<file path="config.mk">
export PLATFORM = sky130hd
export DESIGN_NAME = paddle_move_ctrl
export DESIGN_NICKNAME = d
export VERILOG_FILES = /design/src/rtl/pong_pkg.sv /design/src/rtl/paddle_move_ctrl_hold_repeat_fsm.sv /design/src/rtl/paddle_move_ctrl.sv
export SDC_FILE = /design/constraint.sdc
export NUM_CORES = 1
export LEC_CHECK = 0
export BUFFER_PORTS_ARGS = -buffer_cell sky130_fd_sc_hd__buf_2
export CORE_UTILIZATION = 35
export DETAILED_ROUTE_END_ITERATION = 16
export MAX_ROUTING_LAYER = met4
export SYNTH_ARGS = -nofsm -noshare
export SYNTH_HDL_FRONTEND = slang
export SYNTH_SLANG_ARGS = --single-unit
</file>
<file path="constraint.sdc">
create_clock -name in_clk -period 4.88 [get_ports in_clk]
set_input_delay 0.244 -clock in_clk [delete_from_list [all_inputs] [get_ports in_clk]]
set_output_delay 0.244 -clock in_clk [all_outputs]
set_load 0.005 [all_outputs]
</file>
<file path="src/rtl/pong_pkg.sv">
// Shared pong definitions: paddle FSM states, button direction codes,
// default play-field limits and the button-to-direction decoder.
package pong_pkg;

    typedef enum logic [1:0] {
        ST_IDLE,
        ST_STEP,
        ST_DELAY,
        ST_REPEAT
    } fsm_state_e;

    typedef enum logic [1:0] {
        DIR_NONE,
        DIR_UP,
        DIR_DN
    } dir_e;

    localparam int unsigned DEF_POS_MIN  = 0;
    localparam int unsigned DEF_POS_MAX  = 400;
    localparam int unsigned DEF_POS_INIT = 200;

    // Buttons are active-low; both or neither pressed means no direction.
    function automatic dir_e decode_dir(input logic up_n, input logic dn_n);
        case ({up_n, dn_n})
            2'b01:   return DIR_UP;
            2'b10:   return DIR_DN;
            default: return DIR_NONE;
        endcase
    endfunction

endpackage

</file>
<file path="src/rtl/paddle_move_ctrl_hold_repeat_fsm.sv">
// Press/hold/auto-repeat sequencer: turns a held direction into step pulses
// (one immediate step, a first repeat after REPEAT_DELAY, then every REPEAT_PERIOD).
module hold_repeat_fsm
    import pong_pkg::*;
#(
    parameter int unsigned REPEAT_DELAY  = 20_000_000,
    parameter int unsigned REPEAT_PERIOD = 2_500_000
) (
    input  logic clk,
    input  logic rst_n,
    input  logic clear,
    input  dir_e dir,
    output logic step,
    output dir_e step_dir
);

    localparam int unsigned CNT_MAX = (REPEAT_DELAY > REPEAT_PERIOD) ? REPEAT_DELAY : REPEAT_PERIOD;
    localparam int CNT_W = (CNT_MAX > 1) ? $clog2(CNT_MAX) : 1;
    // DELAY exits one count early so the STEP state lands exactly
    // REPEAT_DELAY clocks after the first move.
    localparam logic [CNT_W-1:0] DELAY_LAST  = CNT_W'(REPEAT_DELAY - 2);
    localparam logic [CNT_W-1:0] PERIOD_LAST = CNT_W'(REPEAT_PERIOD - 1);

    fsm_state_e       state_q, state_d;
    logic [CNT_W-1:0] cnt_q, cnt_d;
    dir_e             act_dir_q, act_dir_d;
    logic             rep_q, rep_d;
    logic             dir_changed;

    assign dir_changed = (dir != act_dir_q);
    assign step_dir    = act_dir_q;

    always_comb begin
        state_d   = state_q;
        cnt_d     = cnt_q;
        act_dir_d = act_dir_q;
        rep_d     = rep_q;
        step      = 1'b0;
        if (clear) begin
            state_d = ST_IDLE;
            cnt_d   = '0;
        end else begin
            case (state_q)
                ST_IDLE: begin
                    if (dir != DIR_NONE) begin
                        state_d   = ST_STEP;
                        act_dir_d = dir;
                        rep_d     = 1'b0;
                        cnt_d     = '0;
                    end
                end
                ST_STEP: begin
                    step  = 1'b1;
                    cnt_d = '0;
                    if (dir_changed) state_d = ST_IDLE;
                    else             state_d = rep_q ? ST_REPEAT : ST_DELAY;
                end
                ST_DELAY: begin
                    if (dir_changed) begin
                        state_d = ST_IDLE;
                        cnt_d   = '0;
                    end else if (cnt_q == DELAY_LAST) begin
                        state_d = ST_STEP;
                        rep_d   = 1'b1;
                        cnt_d   = '0;
                    end else begin
                        cnt_d = cnt_q + CNT_W'(1);
                    end
                end
                ST_REPEAT: begin
                    if (dir_changed) begin
                        state_d = ST_IDLE;
                        cnt_d   = '0;
                    end else if (cnt_q == PERIOD_LAST) begin
                        step  = 1'b1;
                        cnt_d = '0;
                    end else begin
                        cnt_d = cnt_q + CNT_W'(1);
                    end
                end
                default: begin
                    state_d = ST_IDLE;
                    cnt_d   = '0;
                end
            endcase
        end
    end

    always_ff @(posedge clk or negedge rst_n) begin
        if (!rst_n) begin
            state_q   <= ST_IDLE;
            cnt_q     <= '0;
            act_dir_q <= DIR_NONE;
            rep_q     <= 1'b0;
        end else begin
            state_q   <= state_d;
            cnt_q     <= cnt_d;
            act_dir_q <= act_dir_d;
            rep_q     <= rep_d;
        end
    end

endmodule

</file>
<file path="src/rtl/paddle_move_ctrl.sv">
// One player's paddle: registers the debounced buttons, sequences steps via
// hold_repeat_fsm and owns the clamped paddle position register.
module paddle_move_ctrl
    import pong_pkg::*;
#(
    parameter int unsigned REPEAT_DELAY  = 20_000_000,
    parameter int unsigned REPEAT_PERIOD = 2_500_000,
    parameter int unsigned POS_W         = 10,
    parameter int unsigned POS_MIN       = DEF_POS_MIN,
    parameter int unsigned POS_MAX       = DEF_POS_MAX,
    parameter int unsigned POS_INIT      = DEF_POS_INIT,
    parameter int unsigned STEP          = 4
) (
    input  logic             in_clk,
    input  logic             rst_n,
    input  logic             up_pb,
    input  logic             dn_pb,
    input  logic             enable,
    input  logic             recenter,
    output logic [POS_W-1:0] pos,
    output logic             move_pulse,
    output logic             at_limit
);

    localparam logic [POS_W-1:0] MIN_V  = POS_W'(POS_MIN);
    localparam logic [POS_W-1:0] MAX_V  = POS_W'(POS_MAX);
    localparam logic [POS_W-1:0] INIT_V = POS_W'(POS_INIT);
    localparam logic [POS_W-1:0] STEP_V = POS_W'(STEP);
    localparam logic [POS_W-1:0] LO_THR = POS_W'(POS_MIN + STEP);
    localparam logic [POS_W-1:0] HI_THR = POS_W'(POS_MAX - STEP);
    localparam logic INIT_AT_LIMIT = (POS_INIT == POS_MIN) || (POS_INIT == POS_MAX);

    dir_e             dir_q, dir_d;
    logic [POS_W-1:0] pos_q, pos_d, next_pos;
    logic             move_pulse_q, move_pulse_d;
    logic             at_limit_q, at_limit_d;
    logic             fsm_clear, fsm_step;
    dir_e             fsm_dir;

    assign fsm_clear = recenter | ~enable;

    hold_repeat_fsm #(
        .REPEAT_DELAY (REPEAT_DELAY),
        .REPEAT_PERIOD(REPEAT_PERIOD)
    ) u_fsm (
        .clk     (in_clk),
        .rst_n   (rst_n),
        .clear   (fsm_clear),
        .dir     (dir_q),
        .step    (fsm_step),
        .step_dir(fsm_dir)
    );

    always_comb begin
        dir_d    = decode_dir(up_pb, dn_pb);
        next_pos = pos_q;
        // Thresholds are compared before subtracting/adding so pos never wraps.
        case (fsm_dir)
            DIR_UP:  next_pos = (pos_q < LO_THR) ? MIN_V : pos_q - STEP_V;
            DIR_DN:  next_pos = (pos_q > HI_THR) ? MAX_V : pos_q + STEP_V;
            default: next_pos = pos_q;
        endcase

        pos_d        = pos_q;
        move_pulse_d = 1'b0;
        if (recenter) begin
            pos_d = INIT_V;
        end else if (enable && fsm_step) begin
            pos_d        = next_pos;
            move_pulse_d = (next_pos != pos_q);
        end
        at_limit_d = (pos_d == MIN_V) || (pos_d == MAX_V);
    end

    always_ff @(posedge in_clk or negedge rst_n) begin
        if (!rst_n) begin
            dir_q        <= DIR_NONE;
            pos_q        <= INIT_V;
            move_pulse_q <= 1'b0;
            at_limit_q   <= INIT_AT_LIMIT;
        end else begin
            dir_q        <= dir_d;
            pos_q        <= pos_d;
            move_pulse_q <= move_pulse_d;
            at_limit_q   <= at_limit_d;
        end
    end

    assign pos        = pos_q;
    assign move_pulse = move_pulse_q;
    assign at_limit   = at_limit_q;

endmodule

</file>
==> impl_metrics.ini, run 1 <==
[synthesis]
ys_ff_latch = 44
synth_area_leader_cell = dfrtp_1
yosysWarnings = 0
synth_nets = 351
synthCells = 339
syn_avg_cell_area_sq_um = 8.50
yosysTopAreaCellShare_pct = 35.6
syn_area_sq_mm = 0.00288
synth_async_sr_flop_share_pct = 100
synth_edf_count = 0
synthDistinctLibCells = 59
yosysSeqAreaShare_pct = 38.3
yosys-top-cells-area = dfrtp_1 (36%), o21ai_0 (5.7%), nand2_1 (4.0%)
ys.flop_type = dfrtp_1

[critical_path]
path_cells = inv_1, ha_1, or3b_2, o21a_1, a21oi_1, a2111oi_1, a311oi_2, and4_1, o2111a_1
critPathTopFamily = compound AO/OA/AOI/OAI gates
startpoint_type = register
worst-path-max-fanout = 11
critical_path_class = register to register
worst-path-buf-inv = 1
rr_worst_depth = 9
crit_required_ns = 5.12
cp-end-kind = register
path_depth = 9
cp_slowest_stage_delay_ns = 0.51
worst_ep_arrival_time_ns = 3.07
critPathSlowestCell = dfrtp_1

[flow_run]
cap_violations = 0

[sta]
drv_slew = 0
setup_tns_ns = 0
timing.final.crit_share_pct = 58.0
finalSetupViolations = 0
hold_viol_final = 0
rsz0062_at_grt = false
tightest_slew_ns = 0.980
skew_ns = 0.0115
fin_crit_ns = 2.83
max_freq_ghz = 0.353
max_slew_margin_pct = 34.7

[clock_network]
cts_sinks = 44
cts_resized = 0
cts_tree = built
clockBufferDepth = 2
numCtsBuffers = 5
cts_hold_buf = 0
cts-htree-levels = 2
postCtsSetupBuffers = 0
cts_root_buf = clkbuf_8
clk_latency_ns = 0.31
clk_pin_slew_ns = 0.08

[final_layout]
final_cell_mix = dfrtp_1 (41), o21ai_0 (33), nand2_1 (31), nor2_1 (30), buf_2 (17)
layout_commonest_cell = dfrtp_1
utilization_pct = 40.2
drive_above_1_share_pct = 12.0
n_antenna_cell = 0
synthToLayoutAreaGrowth_pct = 9.46
num-nets-final = 360

[floorplanning]
die_height_um = 92.8
io_pins = 18
core_area_sq_mm = 0.00785
start_util_pct = 36.7
fp-row-count = 32
dieArea_sq_mm = 0.00860
die_x_um = 92.8

[placed_design]
portBuffers = 17
dp_hpwl_um = 4890
globalplace.congestion = 0.894

[power_and_ir_drop]
p_per_area_mw_per_mm2 = 252
worst_ir_drop_vdd_mv = 0.149
leakage_nw = 1.28

[route]
dr_total_vias = 2604
wirelength_um = 6850
vias_per_cell = 5.77
drtPass1Iterations = 4
final_antenna_net_count = 0
drtIter0Drc = 127
wl_per_cell_um = 15.2
drcViolationCount = 0

[global_route]
grt_util_all_layers_pct = 17.7
grt_start_max_net_pins = 46
grt_overflow = 0
antenna_found_initial = 0
grt_pass1_wl_um = 11900
grt_pass1_vias = 2560

[hold_path]
hold_path_class = primary input to register
hold_depth = 2

[run_status]
status = complete, no violations
registers in the layout (all words and copies together), names as in the netlist:
register,count
u_fsm.rep_q,1
u_fsm.cnt_q,25
move_pulse,1
u_fsm.state_q,2
dir_q,2
at_limit,1
u_fsm.step_dir,2
pos,10
kinds of logic (layout without fill, tap and decap cells):
group	count (synthesis)	in the layout	share of synthesized area, %
adders and majority gates	6	6	2.60
buffers and inverters	31	41	4.21
AOI/OAI and AO/OA	105	105	24.4
DFF	44	44	38.3
and+or+nand+nor	141	141	26.7
xor gates and xnor gates	10	10	3.04
muxes	2	2	0.694
path summary, 6_finish.rpt:
kind	slack, ns	start	endpoint
hold reg to reg	0.51	u_fsm.cnt_q[9]	u_fsm.cnt_q[9]
setup reg to reg	2.05	pos[2]	at_limit
max in group asynchronous	4.18	rst_n	u_fsm.cnt_q[8]
setup / recovery	2.05	pos[2]	at_limit
min in group asynchronous	0.10	rst_n	u_fsm.cnt_q[22]
hold / removal	0.09	up_pb	dir_q[0]
metal layers:
metal,track usage [%],part of all wire (%),vias up
li1,-,-,1271
met1,22.2,47,1262
met2,29.1,47,59
met3,2.87,4.2,12
met4,5.77,1.5,0
met5,-,0,-
final cells by class:
type                       count  area [sq um]
clock inverter                 2          35.0
tap                          102           128
inverter                      14          52.6
multi-input combinational    264          1660
timing repair buffer          19           100
fill                         821          4690
clock buffer                   6          72.6
sequential                    44          1100
cells in the mapped netlist, drive strengths merged, types with 2 or more instances:
| library cell | instances |
|---|---|
| inv | 14 |
| a21o | 3 |
| or4 | 6 |
| and2 | 2 |
| nand4 | 6 |
| ha | 6 |
| a21oi | 15 |
| mux2i | 2 |
| a31oi | 5 |
| a221oi | 3 |
| o31ai | 13 |
| nand3 | 14 |
| nor4 | 8 |
| or3b | 2 |
| a211oi | 4 |
| nor3 | 7 |
| nor2b | 11 |
| nand2b | 7 |
| dfstp | 3 |
| xor2 | 8 |
| a2111oi | 3 |
| xnor2 | 2 |
| clkbuf | 13 |
| o41ai | 3 |
| or2 | 4 |
| nor2 | 30 |
| nand2 | 31 |
| dfrtp | 41 |
| o21ai | 40 |
| buf | 4 |
| and3 | 7 |
report_power, final:
| group | switching [mW] | leakage [nW] | total, mW | internal, mW |
|---|---|---|---|---|
| Sequential | 0.0109 | 0.600 | 0.382 | 0.371 |
| Combinational | 0.0873 | 0.628 | 0.134 | 0.0467 |
| Clock | 0.128 | 0.0552 | 0.280 | 0.152 |
per-stage QoR:
stage	std cells	power (mW)	setup slack (ns)	hold WS (ns)	area (sq um)
floorplan	339	0.480	2.20	-0.0516	2880
global placement	443	0.522	2.13	0.411	3050
detailed placement	443	0.521	2.09	0.411	3050
CTS	451	0.800	2.09	0.0827	3160
global route	451	0.832	1.84	0.0838	3160
finish	451	0.796	2.05	0.0900	3160
Note: power is estimated with default switching activity, not from simulation.
==> inputs of run 2 (changes only) <==
ABC_AREA = 1   (was unset)
clock period = 2.8 ns   (was 4.88 ns; I/O delays follow)
==> impl_metrics.ini, run 2 <==
[route]
drtPass1Iterations = 5
drcViolationCount = 0
vias_per_cell = 5.07
wl_per_cell_um = 13.3
drtIter0Drc = 170
dr_total_vias = 3250
wirelength_um = 8540
final_antenna_net_count = 0

[synthesis]
ys.flop_type = dfrtp_1
synth_async_sr_flop_share_pct = 100
yosysSeqAreaShare_pct = 33.1
synthSimpleGateAreaFrac_pct = 40.0
synth.area.mux_share_pct = 0
synth_nets = 504
synthAdderAreaFrac_pct = 2.25
synth-compound-area-share_pct = 10.2
syn_avg_cell_area_sq_um = 6.79
ys_ff_latch = 44
yosysTopAreaCellShare_pct = 30.7
synth_area_leader_cell = dfrtp_1
post-synth-top-count-cell = nand2_1
ys_top_cells_by_count = nand2_1 (125), inv_1 (59), nand3_1 (57)
synth_top_family_by_area = simple AND/OR/NAND/NOR gates
synthDistinctLibCells = 42
yosysWarnings = 0
synthCells = 492
yosys-top-cells-area = dfrtp_1 (31%), nand2_1 (14%), nand3_1 (8.5%)
synth_xor_area_share_pct = 4.46
syn_area_sq_mm = 0.00334
synth_edf_count = 0

[power_and_ir_drop]
p_per_area_mw_per_mm2 = 443
power.switching_uw = 567
leakage_nw = 1.72
clockPowerShare_pct = 31.7
p_int_mw = 1.06
worst_ir_drop_vdd_mv = 0.203
combPwrFrac_pct = 26.7
switching_share_pct = 34.8
pwr-share-seq_pct = 41.6

[critical_path]
startpoint_type = register
critical_path_class = register to register
crit_required_ns = 3.04
worst-path-max-fanout = 19
worst_ep_arrival_time_ns = 2.60
rrSetupSlack_ns = 0.44
r2r_start = u_fsm.step_dir[0]
rr_worst_depth = 12
r2r-end = at_limit
cp-end-kind = register

[clock_network]
cts_sinks = 44
cts_tree = built
cts-htree-levels = 2
numCtsBuffers = 5
cts_resized = 0
clockBufferDepth = 2
cts_root_buf = clkbuf_8
clk_pin_slew_ns = 0.10
clk_latency_ns = 0.31

[sta]
finalSetupViolations = 0
rsz0062_at_grt = false
max_slew_margin_pct = 32.9
setup_tns_ns = 0
holdWs_ns = 0.00000683
tightest_slew_ns = 1.01
drv_slew = 0
fin_ws_ns = 0.440
fin_crit_ns = 2.36
hold_viol_final = 0
max_freq_ghz = 0.424
timing.final.crit_share_pct = 84.3
skew_ns = 0.0119

[placed_design]
dp_hpwl_um = 6510
portBuffers = 17
globalplace.congestion = 0.942
place_ws_ns = 0.462

[run_status]
status = complete, no violations

[final_layout]
nFillCells = 979
n_antenna_cell = 0
largest_register_ffs = 25
multi_input_area_sq_mm = 0.00190
final_cell_mix = nand2_1 (125), inv_1 (59), nand3_1 (57), nor2_1 (48), dfrtp_1 (41)
synthToLayoutAreaGrowth_pct = 10.0
regMostFlops = u_fsm.cnt_q
drive_above_1_share_pct = 15.0
layout_commonest_cell = nand2_1
area.sequential_sq_mm = 0.00110
utilization_pct = 39.8
num-nets-final = 523

[floorplanning]
core_area_sq_mm = 0.00924
die_x_um = 99.7
start_util_pct = 36.2
fp-row-count = 35
die_height_um = 99.7
dieArea_sq_mm = 0.00994
io_pins = 18

[global_route]
grt_start_max_net_pins = 45
grt_pass1_wl_um = 14500
grt_overflow = 0
grt_util_all_layers_pct = 18.9
grt_pass1_vias = 3040
antenna_found_initial = 0

[flow_run]
cap_violations = 0

[hold_path]
hold_path_class = primary input to async pin
-- run 2: what timing repair did --
| action | 4_1_cts | 5_1_grt |
|---|---|---|
| hold buffers | 2 | 0 |
| hold endpoints to repair | 2 | 0 |
| buffers inserted | 0 | 0 |
-- run 2: per-layer routing --
layer	global-route usage (%)	wire [um]	vias to the layer above
met1	24.9	4020	1510
met4	3.85	85	0
met2	31.4	4100	82
li1	-	-	1649
met5	-	0	-
met3	2.11	337	9
-- run 2: worst max-delay path, cell delays in order (launching register included) --
cell	delay [ns]
dfrtp_1	0.39
inv_1	0.07
ha_1	0.48
clkinv_1	0.47
nand2_1	0.19
inv_1	0.07
nand2_1	0.09
o21ai_1	0.09
o21ai_2	0.18
inv_1	0.05
nand2_1	0.05
nand3_1	0.07
nor2_1	0.08
-- run 2: kinds of logic (layout without fill, tap and decap cells) --
group           after synthesis  count (layout)
compound gates               57              57
xor+xnor                     17              17
fa+ha+maj                     6               6
buf+inv                      82             102
flops                        44              44
simple gates                286             286
-- run 2: area by class of cell --
type	instances	share of cell area [%]
Multi-Input combinational cell	366	51.7
Sequential cell	44	30.0
Inverter	73	7.49
Tap cell	129	4.39
Timing Repair Buffer	21	3.27
Clock buffer	5	1.87
Clock inverter	3	1.26
-- run 2: worst max path at each step --
stage                            from  endpoint  slack, ns  cells past startpoint
floorplan                      pos[3]  at_limit       0.95                     14
global placement    u_fsm.step_dir[0]  at_limit       0.49                     12
detailed placement  u_fsm.step_dir[0]  at_limit       0.46                     12
CTS                 u_fsm.step_dir[0]  at_limit       0.41                     12
global route        u_fsm.step_dir[0]  at_limit       0.11                     12
finish              u_fsm.step_dir[0]  at_limit       0.44                     12
-- run 2: power groups by stage --
stage               logic (mW)  clock network (mW)  registers, mW
floorplan                0.336                   0          0.682
global placement         0.429                   0          0.691
detailed placement       0.432                   0          0.691
CTS                      0.436               0.533          0.679
global route             0.500               0.556          0.682
finish                   0.435               0.517          0.679
-- run 2: per-stage QoR --
stage | instances | total power [mW] | cell area, sq um
floorplan | 492 | 1.02 | 3340
global placement | 631 | 1.12 | 3540
detailed placement | 631 | 1.12 | 3540
CTS | 641 | 1.65 | 3680
global route | 641 | 1.74 | 3680
finish | 641 | 1.63 | 3680
==> inputs of run 3 (changes only) <==
clock period = 2.1 ns   (was 2.8 ns; I/O delays follow)
==> impl_metrics.ini, run 3 (same netlist as run 2, synthesis figures left out) <==
[run_status]
status = complete, no violations

[sta]
skew_ns = 0.0127
finalSetupViolations = 0
max_slew_margin_pct = 66.2
timing.final.crit_share_pct = 97.0
fin_crit_ns = 2.04
max_freq_ghz = 0.491
rsz0062_at_grt = true
tightest_slew_ns = 0.503
hold_viol_final = 0
drv_slew = 0
holdWs_ns = 0.163
setup_tns_ns = 0

[final_layout]
multi_input_area_sq_mm = 0.00198
n_antenna_cell = 0
final_cell_mix = nand2_1 (120), inv_1 (58), nand3_1 (56), nor2_1 (45), dfrtp_1 (38)
nFillCells = 935
num-nets-final = 551
area.sequential_sq_mm = 0.00111
synthToLayoutAreaGrowth_pct = 19.7
largest_register_ffs = 25
utilization_pct = 43.3
drive_above_1_share_pct = 22.4
regMostFlops = u_fsm.cnt_q
layout_commonest_cell = nand2_1

[route]
final_antenna_net_count = 0
vias_per_cell = 4.99
drcViolationCount = 0
drtIter0Drc = 144
wl_per_cell_um = 13.1
dr_total_vias = 3336
wirelength_um = 8740
drtPass1Iterations = 6

[critical_path]
crit_required_ns = 2.33
critPathSlowestCell = dfstp_2
worst_ep_arrival_time_ns = 2.27
worst-path-max-fanout = 4
path_common_cell = nand2_1
critical_path_class = register to register
path_cells = inv_2, ha_2, nor2_1, a21oi_1, nand2_1, o21ai_0, nand2_1, nand2_1, nand2_1, nor2_2, nand2_1, nor2_1
cp-end-kind = register
cp_slowest_stage_delay_ns = 0.61
startpoint_type = register

[global_route]
grt_start_max_net_pins = 20
grt_overflow = 0
grt_pass1_wl_um = 14800
antenna_found_initial = 0
grt_util_all_layers_pct = 19.1
grt_pass1_vias = 3181

[power_and_ir_drop]
leakage_nw = 1.87
worst_ir_drop_vdd_mv = 0.239
p_per_area_mw_per_mm2 = 562

[clock_network]
cts-htree-levels = 2
cts_root_buf = clkbuf_8
cts_tree = built
clk_pin_slew_ns = 0.09
clockBufferDepth = 2
cts_sinks = 44
clk_latency_ns = 0.31
numCtsBuffers = 5

[placed_design]
globalplace.congestion = 0.991
dp_hpwl_um = 6740
portBuffers = 17

[floorplanning]
die_x_um = 99.7
io_pins = 18
start_util_pct = 36.2
core_area_sq_mm = 0.00924
dieArea_sq_mm = 0.00994
fp-row-count = 35
die_height_um = 99.7

[flow_run]
cap_violations = 0

[hold_path]
hold_path_class = primary input to register
==> run 3: cell types whose count changed in the layout (fill, tap and decap cells not counted), moves of 3 or more <==
cell     delta
dfrtp_1     -3
dfrtp_2     +3
nand2_1     -5
buf_4      +23
nor2_1      -3
ha_1        -3
==> run 3: timing repair <==
item | in CTS | in global routing
endpoints found under the setup margin | 0 | 8
hold endpoints to repair | 17 | 0
hold buffers | 4 | 0
buffers inserted | 0 | 10
resized for setup | 0 | 28
==> run 3: final timing paths <==
path / startpoint / to / slack (ns) / depth (start not counted)
setup / recovery: pos[3] / at_limit / 0.06 / 12
hold / removal: recenter / pos[4] / 0.16 / 4
setup reg to reg: pos[3] / at_limit / 0.06 / 12
hold reg to reg: u_fsm.rep_q / u_fsm.rep_q / 0.53 / 2
max in group asynchronous: rst_n / pos[6] / 1.22 / 3
min in group asynchronous: rst_n / u_fsm.cnt_q[19] / 0.26 / 2
==> run 3: worst max-delay path, delay by kind of cell, from the launching register on <==
| kind | cells | cell delay [ns] |
|---|---|---|
| compound gates | 2 | 0.27 |
| fa+ha+maj | 1 | 0.32 |
| buf+inv | 1 | 0.07 |
| flops | 1 | 0.61 |
| simple gates | 8 | 0.69 |
==> run 3: where the power goes <==
group          internal (mW)  switching [mW]
Sequential             0.872          0.0326
Combinational          0.249           0.423
Clock                  0.358           0.312
==> run 3: final cells by class <==
class | instances | area share (%)
clock buffer | 5 | 1.72
clock inverter | 3 | 1.16
inverter | 73 | 6.98
multi-input combinational | 366 | 49.5
sequential | 44 | 27.7
tap | 129 | 4.04
timing repair buffer | 49 | 8.89
==> run 3: layer usage <==
metal / part of all wire (%) / GRT usage [%] / up-vias
met5: 0 / - / -
met4: 1.7 / 6.45 / 0
met3: 4.2 / 2.39 / 14
met2: 49 / 32.0 / 75
met1: 45 / 23.8 / 1559
li1: - / - / 1688
==> run 3: per-stage QoR <==
stage	total power [mW]	setup WS, ns	std cells	area, sq um
after global placement	1.53	0.0657	647	3670
after global routing	2.40	-0.0494	669	4000
final	2.25	0.0638	669	4000
after detailed placement	1.53	0.0342	647	3670
after CTS	2.22	0.00373	659	3830
after floorplan	1.36	0.249	492	3340
